==> config.mk <==
export PLATFORM = sky130hd
export DESIGN_NAME = nearest_value_tracker
export DESIGN_NICKNAME = d
export VERILOG_FILES = /design/src/rtl/nearest_pkg.sv /design/src/rtl/dist_unit.sv /design/src/rtl/nearest_value_tracker.sv
export SDC_FILE = /design/constraint.sdc
export NUM_CORES = 1
export LEC_CHECK = 0
export BUFFER_PORTS_ARGS = -buffer_cell sky130_fd_sc_hd__buf_2
export CAP_MARGIN = 0
export CORE_MARGIN = 5
export CORE_UTILIZATION = 50
export DETAILED_ROUTE_END_ITERATION = 8
export GPL_ROUTABILITY_DRIVEN = 0
export HOLD_SLACK_MARGIN = 0.12
export PLACE_DENSITY = 0.73
export SYNTH_ARGS = -nofsm -noshare
export SYNTH_HDL_FRONTEND = slang
export SYNTH_SLANG_ARGS = --single-unit
export TNS_END_PERCENT = 5
==> constraint.sdc <==
create_clock -name clk -period 4.02 [get_ports clk]
set_input_delay 0.402 -clock clk [delete_from_list [all_inputs] [get_ports clk]]
set_output_delay 0.402 -clock clk [all_outputs]
set_load 0.005 [all_outputs]
==> src/rtl/nearest_pkg.sv <==
// Shared types and distance helpers for the nearest-value tracker.
// Build option: define NEAREST_WRAP_DIST_EN to make wrap_dist compute the
// circular distance; otherwise wrap_dist passes the linear distance through.
package nearest_pkg;

  typedef enum logic [1:0] {IDLE, SCAN, DONE} nvt_state_t;

  // Helpers work on a fixed 32-bit container; callers zero-extend and truncate.
  localparam int NVT_FN_W = 32;

  function automatic logic [NVT_FN_W-1:0] abs_diff(input logic [NVT_FN_W-1:0] a,
                                                   input logic [NVT_FN_W-1:0] b);
    return (a > b) ? (a - b) : (b - a);
  endfunction

  // ad is |x-r| for a w-bit operand pair; returns the metric actually used.
  function automatic logic [NVT_FN_W-1:0] wrap_dist(input logic [NVT_FN_W-1:0] ad,
                                                    input int unsigned w);
`ifdef NEAREST_WRAP_DIST_EN
    logic [NVT_FN_W:0] span;
    logic [NVT_FN_W:0] comp;
    span = {{NVT_FN_W{1'b0}}, 1'b1} << w;
    comp = span - {1'b0, ad};
    // ad==0 gives comp==2^w, so the plain difference (0) is kept
    return (comp < {1'b0, ad}) ? comp[NVT_FN_W-1:0] : ad;
`else
    int unsigned unused_w;
    unused_w = w;
    return ad;
`endif
  endfunction

endpackage

==> src/rtl/dist_unit.sv <==
// Combinational distance between a candidate and the reference.
// The metric follows NEAREST_WRAP_DIST_EN through nearest_pkg::wrap_dist.
module dist_unit
  import nearest_pkg::*;
#(
  parameter int WIDTH = 8
) (
  input  logic [WIDTH-1:0] x,
  input  logic [WIDTH-1:0] r,
  output logic [WIDTH-1:0] d
);

  // Linear |x-r| first, then optional fold onto the circle.
  assign d = WIDTH'(wrap_dist(abs_diff(NVT_FN_W'(x), NVT_FN_W'(r)), WIDTH));

endmodule

==> src/rtl/nearest_value_tracker.sv <==
// Serial nearest-value search: latch a reference, accept COUNT candidates over
// valid/ready, report the closest one (value, arrival index, distance).
// Build option: NEAREST_WRAP_DIST_EN selects circular distance in dist_unit.
//
// state | meaning
// IDLE  | waiting for start; in_ready low, best_* hold last result
// SCAN  | accepting candidates; in_ready high
// DONE  | one-cycle result pulse, then back to IDLE
module nearest_value_tracker
  import nearest_pkg::*;
#(
  parameter  int WIDTH = 8,
  parameter  int COUNT = 4,
  localparam int IDX_W = (COUNT > 1) ? $clog2(COUNT) : 1
) (
  input  logic             clk,
  input  logic             rst_n,
  input  logic             start,
  input  logic [WIDTH-1:0] ref_in,
  input  logic             in_valid,
  output logic             in_ready,
  input  logic [WIDTH-1:0] in_data,
  output logic             busy,
  output logic             done,
  output logic [WIDTH-1:0] best_val,
  output logic [IDX_W-1:0] best_idx,
  output logic [WIDTH-1:0] best_dist
);

  nvt_state_t       state;
  logic [IDX_W-1:0] count;
  logic [WIDTH-1:0] ref_q;
  logic [WIDTH-1:0] cand_dist;
  logic             accept;
  logic             last;
  logic             better;

  dist_unit #(.WIDTH(WIDTH)) u_dist (
    .x (in_data),
    .r (ref_q),
    .d (cand_dist)
  );

  // in_ready is registered and high exactly in SCAN, so it doubles as the state qualifier
  assign accept = in_valid & in_ready;
  assign last   = (count == IDX_W'(COUNT - 1));
  // strict less-than keeps the earlier candidate on ties
  assign better = (count == '0) || (cand_dist < best_dist);

  // Sequencer, candidate counter and best-so-far registers.
  always_ff @(posedge clk or negedge rst_n) begin
    if (!rst_n) begin
      state     <= IDLE;
      in_ready  <= 1'b0;
      busy      <= 1'b0;
      done      <= 1'b0;
      best_val  <= '0;
      best_idx  <= '0;
      best_dist <= '0;
      count     <= '0;
      ref_q     <= '0;
    end else begin
      case (state)
        IDLE: begin
          if (start) begin
            ref_q    <= ref_in;
            count    <= '0;
            in_ready <= 1'b1;
            busy     <= 1'b1;
            state    <= SCAN;
          end
        end
        SCAN: begin
          if (accept) begin
            if (better) begin
              best_val  <= in_data;
              best_idx  <= count;
              best_dist <= cand_dist;
            end
            if (last) begin
              in_ready <= 1'b0;
              done     <= 1'b1;
              state    <= DONE;
            end else begin
              count <= count + 1'b1;
            end
          end
        end
        DONE: begin
          done  <= 1'b0;
          busy  <= 1'b0;
          state <= IDLE;
        end
        default: begin
          in_ready <= 1'b0;
          busy     <= 1'b0;
          done     <= 1'b0;
          state    <= IDLE;
        end
      endcase
    end
  end

endmodule
==> results of run 1 <==
## metrics by stage
stage               power, mW  area, um^2  cells  hold WS [ps]
finish                   2.27        2470    297           185
global route             2.50        2470    297           253
CTS                      2.29        2470    297           213
detailed placement       2.01        2370    289           486
global placement         1.96        2370    289           473
floorplan                1.67        2150    204           106
## cells in the final DEF, fill, tap and decap left out, types with 3 or more instances in the layout
cell type / count
buf_2: 40
dfrtp_1: 33
inv_1: 28
ha_1: 24
o21ai_0: 14
nand2_1: 12
a21oi_1: 11
mux2_2: 10
mux2_4: 9
nor2_1: 8
a21o_1: 7
mux2i_1: 7
clkbuf_8: 7
xor2_1: 3
xnor2_1: 3
buf_4: 3
## logic make-up (layout without fill, tap and decap cells)
group                    Yosys count  in the layout  share of synthesized area [%]
AND/OR/NAND/NOR                   33             33                           8.20
adder cells (fa/ha/maj)           26             26                           15.8
XOR/XNOR                           6              6                           2.44
flip-flops                        33             33                           38.4
AO/OA/AOI/OAI                     44             44                           12.6
multiplexers                      26             26                           14.8
buffers and inverters             36             79                           7.80
## area by class of cell
type,instances,area [um^2]
Clock buffer,7,96.3
Clock inverter,1,5.00
Fill cell,359,1610
Inverter,28,105
Multi-Input combinational cell,135,1160
Sequential cell,33,826
Tap cell,50,62.6
Timing Repair Buffer,43,223
## worst paths after layout
kind / from / endpoint / slack [ps] / cells after the start
setup / recovery: ref_q[0] / best_idx[1] / 320 / 16
hold / removal: rst_n / ref_q[7] / 180 / 1
setup reg to reg: ref_q[0] / best_idx[1] / 320 / 16
hold reg to reg: done / done / 500 / 2
max in group asynchronous: rst_n / best_idx[0] / 3370 / 1
min in group clk: ref_in[4] / ref_q[4] / 320 / 3
## flip-flops by register name, indices dropped and copies added, names as in the netlist
signal     count
busy           1
done           1
count          2
best_idx       2
best_val       8
ref_q          8
state          2
in_ready       1
best_dist      8
## critical path, cell delays in order, from the launching register on
cell	delay, ps
dfrtp_1	360
ha_1	170
inv_1	50
fa_1	380
nand3_1	110
a21oi_1	70
o31a_1	330
buf_4	180
mux2i_1	170
xnor2_1	160
ha_1	280
and3b_1	180
o2111ai_1	110
a21oi_1	110
nor4_4	290
buf_4	270
mux2_2	360
## metal layers
| metal | up-vias | share of wire (%) | GRT usage (%) | wire [um] |
|---|---|---|---|---|
| met5 | - | 0 | 0 | 0 |
| met4 | 0 | 1.4 | 5.63 | 59 |
| met3 | 7 | 4.5 | 3.69 | 189 |
| met2 | 35 | 49 | 29.8 | 2060 |
| met1 | 787 | 45 | 21.0 | 1870 |
| li1 | 780 | - | - | - |
## where the power goes
part	switching, mW	internal [mW]
sequential	0.108	0.502
combinational	0.673	0.712
clock	0.117	0.155
==> impl_metrics.yaml, run 1 <==
timing:
  finalMaxSlewViolations: 0
  layout_setup_ws_ps: 322
  finalHoldViolations: 0
  tns_ps: 0
  fmax_mhz: 270
  skew_ps: 4.68
  slew_headroom_pct: 39.8
  period_share_pct: 92.0
  tightest_slew_ps: 901
  fin_crit_ps: 3700
  rsz0062_at_grt: "no"
  setup_viol: 0
power_and_ir_drop:
  vdd_ir_drop_max_mv: 0.439
  power.density_nw_per_um2: 916
  leakage_nw: 1.29
clock_tree:
  post_cts_buffers: 0
  cts_sinks: 33
  clock-root-buffer: "clkbuf_8"
  cts_tree: "done"
  clkLatencyLatePin_ps: 280
  cts_resized: 0
  htree_levels: 2
  ctsLongestPathBuffers: 2
  clk_pin_slew_worst_paths_ps: 70
  holdBufCountCts: 0
  cts_buffers: 5
critical_path:
  path_class: "flip-flop to flip-flop"
  crit_arrival_ps: 3860
  end_kind: "flip-flop"
  startpoint_type: "flip-flop"
  critPathRequiredTime_ps: 4180
  crit_fanout: 12
yosys:
  yosys_warnings: 0
  synth_commonest_cells: "33 x dfrtp_1, 28 x inv_1, 24 x ha_1, 14 x o21ai_0, 12 x nand2_1"
  yosysMostFrequentCell: "dfrtp_1"
  synthesis.nets: 250
  yosysTopAreaCell: "dfrtp_1"
  ys_ff_latch: 33
  ys.flop_type: "dfrtp_1"
  synthArstFlopShare_pct: 100
  synth_edf_count: 0
  synth.area.top_cells: "dfrtp_1 38%, ha_1 14%, mux2_4 6.3%, mux2_2 5.2%, inv_1 4.9%"
  ys_types: 36
  synth.cell_area_um2: 2150
  synth_area_per_cell_um2: 10.5
  synth_seq_area_share_pct: 38.4
  netlist.area_leader.share_pct: 38.4
  synthCells: 204
grt:
  grt_pass1_vias: 1699
  grt_max_degree: 34
  grt_overflow: 0
  grt_pass1_wl_um: 7550
  antenna_found_initial: 0
  gr-usage-all-layers_pct: 17.1
detailed_routing:
  vias: 1609
  postRouteWirelength_um: 4180
  drc: 0
  wl_per_cell_um: 14.1
  drt_iter0_drc: 86
  first_pass_iters: 4
  via_per_inst: 5.42
  ant_nets: 0
die:
  die_area_um2: 5710
  fp.dieH_um: 75.6
  core.rowCount: 23
  ioPinCount: 41
  fp.dieW_um: 75.6
  core_um2: 4090
  start_util_pct: 52.6
run_status:
  status: "completed"
finish:
  nets: 292
  diodes: 0
  layout-drive-gt1-share_pct: 28.7
  post-route-util_pct: 60.6
  synthToLayoutAreaGrowth_pct: 15.1
placement:
  io_buffers: 40
  dp_slack_ps: 83.6
  dpl.hpwl_um: 3280
worst_hold_path:
  hp-class: "input port to async pin"
run:
  cap_violations: 0
No activity file was read; power rests on OpenSTA's default activity.
==> run 2: changes to the inputs <==
--- a/config.mk
+++ b/config.mk
@@ -12,7 +12,7 @@
 export DETAILED_ROUTE_END_ITERATION = 8
 export GPL_ROUTABILITY_DRIVEN = 0
 export HOLD_SLACK_MARGIN = 0.12
-export PLACE_DENSITY = 0.73
+export PLACE_DENSITY = 0.69
 export SYNTH_ARGS = -nofsm -noshare
 export SYNTH_HDL_FRONTEND = slang
 export SYNTH_SLANG_ARGS = --single-unit
==> constraint.sdc (replaced) <==
create_clock -name clk -period 3.6 [get_ports clk]
set_input_delay 0.36 -clock clk [delete_from_list [all_inputs] [get_ports clk]]
set_output_delay 0.36 -clock clk [all_outputs]
set_load 0.005 [all_outputs]
==> run 2 against run 1 <==
Routed wire length rose by 14%. Design area is 13% higher. Clock-buffer cell count fell by 2. Utilization grew 7.9 points. Power grew 36%. Die area unchanged. Sequential share of layout area is 3.8 points lower. Final cell count increased by 12%. Largest power group unchanged. First-iteration DRC count shrank 30%. Clock power increased by 2%. Largest cell class unchanged. Via count is 5.0% higher. Flip-flop and latch count did not move.
==> impl_metrics.yaml, run 2 (synthesis results as in run 1) <==
clock_tree:
  clock-root-buffer: "clkbuf_8"
  htree_levels: 2
  cts_sinks: 33
  clkLatencyLatePin_ps: 290
  ctsLongestPathBuffers: 2
  cts_tree: "done"
  cts_buffers: 5
  clk_pin_slew_worst_paths_ps: 70
detailed_routing:
  ant_nets: 0
  postRouteWirelength_um: 4770
  drt_iter0_drc: 60
  first_pass_iters: 4
  wl_per_cell_um: 14.4
  via_per_inst: 5.09
  drc: 0
  vias: 1689
finish:
  final_cell_mix: "40 x buf_2, 35 x buf_4, 33 x dfrtp_1"
  stdcell_area_um2: 2800
  nFillCells: 329
  layout-drive-gt1-share_pct: 42.9
  top_regs: "best_dist: 8 flops, best_val: 8 flops, ref_q: 8 flops"
  diodes: 0
  synthToLayoutAreaGrowth_pct: 30.0
  multi_input_area_um2: 1220
  seqCellArea_um2: 826
  nets: 327
  layout_commonest_cell: "buf_2"
critical_path:
  critPathRequiredTime_ps: 3780
  slowest_delay_ps: 390
  startpoint_type: "flip-flop"
  crit_fanout: 7
  cp_num_buf_inv: 4
  crit_arrival_ps: 3740
  path_class: "flip-flop to flip-flop"
  crit_family: "adder cells"
  end_kind: "flip-flop"
  cp_slowest_cell: "dfrtp_1"
  cp_cell_sequence: "ha_4 > inv_2 > fa_2 > nand3_2 > a21oi_2 > o31a_1 > buf_6 > buf_4 > mux2i_1 > xnor2_1 > ha_1 > o2111ai_2 > a21oi_2 > nor4_4 > buf_6 > mux2_2"
worst_hold_path:
  hp-class: "input port to async pin"
die:
  fp.dieH_um: 75.6
  fp.dieW_um: 75.6
  die_area_um2: 5710
  core.rowCount: 23
  start_util_pct: 52.6
  core_um2: 4090
  ioPinCount: 41
grt:
  grt_overflow: 0
  grt_pass1_vias: 1763
  grt_max_degree: 34
  use_met2_pct: 29.4
  antenna_found_initial: 0
  gr-usage-all-layers_pct: 18.5
  met3_usage_pct: 4.88
  grt_pass1_wl_um: 8070
  top_usage_layer: "met2"
  met1_usage_pct: 25.0
power_and_ir_drop:
  seqPwrFrac_pct: 22.2
  clkPwrFrac_pct: 9.0
  switching_share_pct: 38.9
  leakage_nw: 1.46
  vdd_ir_drop_max_mv: 0.555
  intPower_mw: 1.89
  power.density_nw_per_um2: 1100
  combPwrFrac_pct: 68.8
  p_sw_mw: 1.20
timing:
  fin_crit_ps: 3560
  fmax_mhz: 281
  slew_headroom_pct: 35.1
  finalHoldViolations: 0
  finalMaxSlewViolations: 0
  tightest_slew_ps: 972
  period_share_pct: 98.8
  tns_ps: 0
  whs_ps: 122
  setup_viol: 0
  skew_ps: 6.28
  rsz0062_at_grt: "yes"
placement:
  io_buffers: 40
  dpl.hpwl_um: 3510
  placed_cell_area_um2: 2580
run_status:
  status: "completed"
run:
  cap_violations: 0
## run 2: cell types whose count changed in the layout (fill, tap and decap cells not counted), moves of 3 or more
cell / delta
inv_1: -3
buf_6: +3
a21oi_2: +4
inv_2: +3
buf_4: +32
a21oi_1: -4
## run 2: layout make-up
type | instances | area share [%]
clock buffers | 5 | 2.46
inverters | 28 | 3.76
flip-flops and latches | 33 | 29.5
repair buffers | 78 | 17.8
clock inverters | 3 | 0.626
well taps | 50 | 2.24
multi-input cells | 135 | 43.6
## run 2: final timing paths
check	start	to	slack, ps	depth (start not counted)
worst min register to register	busy	busy	510	2
worst min-delay path	rst_n	best_val[4]	120	1
worst max register to register	ref_q[0]	best_dist[3]	40	16
min in group clk	ref_in[0]	ref_q[0]	270	3
worst max-delay path	ref_q[0]	best_dist[3]	40	16
max in group asynchronous	rst_n	best_dist[1]	3010	1
## run 2: per-stage QoR
step,total power [mW],util (%),setup WS [ps],std cells
CTS,2.90,66.9,-2.25,328
global placement,2.44,63.1,-115,313
floorplan,1.88,-,3.47,204
global route,3.37,68.4,-168,332
finish,3.09,68.4,43.5,332
detailed placement,2.48,63.1,-137,313
## run 2: power by group through the flow
| stage | Combinational [mW] | Sequential [mW] | Clock [mW] |
|---|---|---|---|
| global placement | 1.75 | 0.685 | 0 |
| global route | 2.35 | 0.711 | 0.306 |
| floorplan | 1.20 | 0.678 | 0 |
| CTS | 1.94 | 0.681 | 0.287 |
| detailed placement | 1.79 | 0.689 | 0 |
| finish | 2.13 | 0.687 | 0.278 |
## run 2: worst reg2reg max path: stages (launching register included)
cell and delay [ps]:
dfrtp_1 390, ha_4 150, inv_2 30, fa_2 340
nand3_2 100, a21oi_2 50, o31a_1 310, buf_6 160
buf_4 120, mux2i_1 120, xnor2_1 240, ha_1 280
o2111ai_2 180, a21oi_2 70, nor4_4 350, buf_6 200
mux2_2 350
## run 2: what timing repair did
action | in CTS | in global routing
setup buffers | 7 | 4
setup endpoints to repair | 13 | 18
resized for setup | 5 | 11
hold buffers | 0 | 0
pin swaps | 8 | 8
## run 2: layer usage
layer,vias to the layer above,routed length (um)
met1,802,2160
met3,6,199
met2,29,2350
li1,852,-
met5,-,0
met4,0,60
==> run 3: changes to the inputs <==
--- a/config.mk
+++ b/config.mk
@@ -11,6 +11,7 @@
 export CORE_UTILIZATION = 50
 export DETAILED_ROUTE_END_ITERATION = 8
 export GPL_ROUTABILITY_DRIVEN = 0
+export GPL_TIMING_DRIVEN = 0
 export HOLD_SLACK_MARGIN = 0.12
 export PLACE_DENSITY = 0.69
 export SYNTH_ARGS = -nofsm -noshare
==> run 3 against run 2 <==
Worst setup slack worse by 24 ps. Final cell count shrank 5.7%. Critical path depth up 1. Combinational power decreased by 4%. First-iteration DRC count increased by 23%. Design area fell by 2.6%. Sequential power down 1%. Largest cell class unchanged. Register-to-register slack worse by 20 ps. Clock skew hardly changed.
==> impl_metrics.yaml, run 3 (synthesis results as in run 1) <==
run_status:
  status: "completed"
timing:
  skew_ps: 5.89
  period_share_pct: 99.5
  finalHoldViolations: 0
  layout_setup_ws_ps: 19.6
  setup_viol: 0
  finalMaxSlewViolations: 0
  tightest_slew_ps: 762
  slew_headroom_pct: 49.2
  fin_crit_ps: 3580
  fmax_mhz: 279
  tns_ps: 0
  rsz0062_at_grt: "yes"
finish:
  synthToLayoutAreaGrowth_pct: 26.6
  seqCellArea_um2: 826
  layout-drive-gt1-share_pct: 37.6
  multi_input_area_um2: 1250
  diodes: 0
  nets: 308
  layout_commonest_cell: "buf_2"
  top_regs: "best_dist: 8 flops, best_val: 8 flops, ref_q: 8 flops"
  final_cell_mix: "42 x buf_2, 33 x dfrtp_1, 26 x inv_1"
  post-route-util_pct: 66.6
  nFillCells: 332
power_and_ir_drop:
  switching_share_pct: 38.2
  combPwrFrac_pct: 66.1
  vdd_ir_drop_max_mv: 0.512
  leakage_nw: 1.39
  p_sw_mw: 1.18
  seqPwrFrac_pct: 22.0
  power.density_nw_per_um2: 1130
  clkPwrFrac_pct: 12.0
  intPower_mw: 1.90
critical_path:
  rrSetupSlack_ps: 20
  critPathRequiredTime_ps: 3780
  startpoint_type: "flip-flop"
  crit_start: "ref_q[0]"
  crit_arrival_ps: 3760
  crit_fanout: 5
  crit-reg2reg-launch: "ref_q[0]"
  end_kind: "flip-flop"
  worstSetupEndpoint: "best_val[6]"
  reg2reg_to: "best_val[6]"
  path_class: "flip-flop to flip-flop"
  r2r_cells: 17
die:
  ioPinCount: 41
  start_util_pct: 52.6
  core_um2: 4090
  fp.dieW_um: 75.6
  fp.dieH_um: 75.6
  core.rowCount: 23
  die_area_um2: 5710
detailed_routing:
  drt_iter0_drc: 74
  first_pass_iters: 4
  vias: 1657
  drc: 0
  ant_nets: 0
  postRouteWirelength_um: 4600
  wl_per_cell_um: 14.7
  via_per_inst: 5.29
clock_tree:
  ctsLongestPathBuffers: 2
  clkLatencyLatePin_ps: 290
  cts_buffers: 5
  holdBufCountCts: 0
  clock-root-buffer: "clkbuf_8"
  cts_tree: "done"
  cts_sinks: 33
  clk_pin_slew_worst_paths_ps: 70
  htree_levels: 2
worst_hold_path:
  hp-class: "input port to async pin"
grt:
  gr-usage-all-layers_pct: 17.8
  grt_max_degree: 34
  antenna_found_initial: 0
  grt_pass1_wl_um: 7580
  grt_overflow: 0
  grt_pass1_vias: 1636
run:
  cap_violations: 0
placement:
  dpl.hpwl_um: 3200
  dp_slack_ps: -505
  io_buffers: 40
run 3: changes by cell type in the layout (fill, tap and decap cells not counted), sizes merged:
| cell | delta |
|---|---|
| clkinvlp | -1 |
| clkbuf | +4 |
| bufinv | +1 |
| buf | -21 |
| clkinv | -2 |
run 3: stage by stage:
stage                     hold WS, ps  instance area (um^2)  instances  power (mW)
after global routing              200                  2720        313        3.34
after CTS                         160                  2660        311        2.89
after global placement            468                  2440        294        2.25
after detailed placement          475                  2440        294        2.27
after floorplan                  64.4                  2180        204        1.88
final                             136                  2720        313        3.08
run 3: area by class of cell:
class	count	area share (%)
Multi-Input combinational cell	135	45.9
Sequential cell	33	30.3
Timing Repair Buffer	52	11.4
Inverter	28	3.86
Clock buffer	7	3.17
Tap cell	50	2.30
Buffer	7	2.02
Clock inverter	1	1.10
run 3: how the worst min path moves through the flow:
stage / startpoint / end / slack, ps / cells after the start
final: rst_n / best_dist[6] / 140 / 1
after global routing: rst_n / best_dist[6] / 200 / 1
after CTS: rst_n / ref_q[6] / 160 / 1
after detailed placement: rst_n / best_val[4] / 480 / 1
after global placement: rst_n / best_val[4] / 470 / 1
after floorplan: rst_n / best_dist[0] / 60 / 0
run 3: routing by layer:
layer	global-route usage, %	wire, um
met5	0	0
met4	5.24	50
met3	4.75	190
met2	27.7	2210
met1	24.4	2150
run 3: timing repair:
action,in CTS,in global routing
pin swaps,10,16
resized for setup,11,12
buffers inserted,8,3
gates cloned,1,0
setup endpoints to repair,18,18
run 3: critical path, cell delays in order (launching register included):
cell       delay, ps
dfrtp_1          380
ha_4             150
inv_2             40
fa_2             390
nand3_2           90
a21oi_2           50
o31a_1           300
buf_6            160
mux2i_1          160
xor2_1           230
ha_1             280
and3b_1          190
o2111ai_2         70
a21oi_2           60
nor4_4           280
buf_4            190
buf_8            140
mux2_4           300
run 3: power by group through the flow:
stage	registers, mW	clock network [mW]	logic, mW
2_1_floorplan	0.678	0	1.20
3_3_place_gp	0.674	0	1.58
3_5_place_dp	0.678	0	1.60
4_1_cts	0.673	0.377	1.84
5_1_grt	0.701	0.395	2.25
6_report	0.677	0.369	2.04
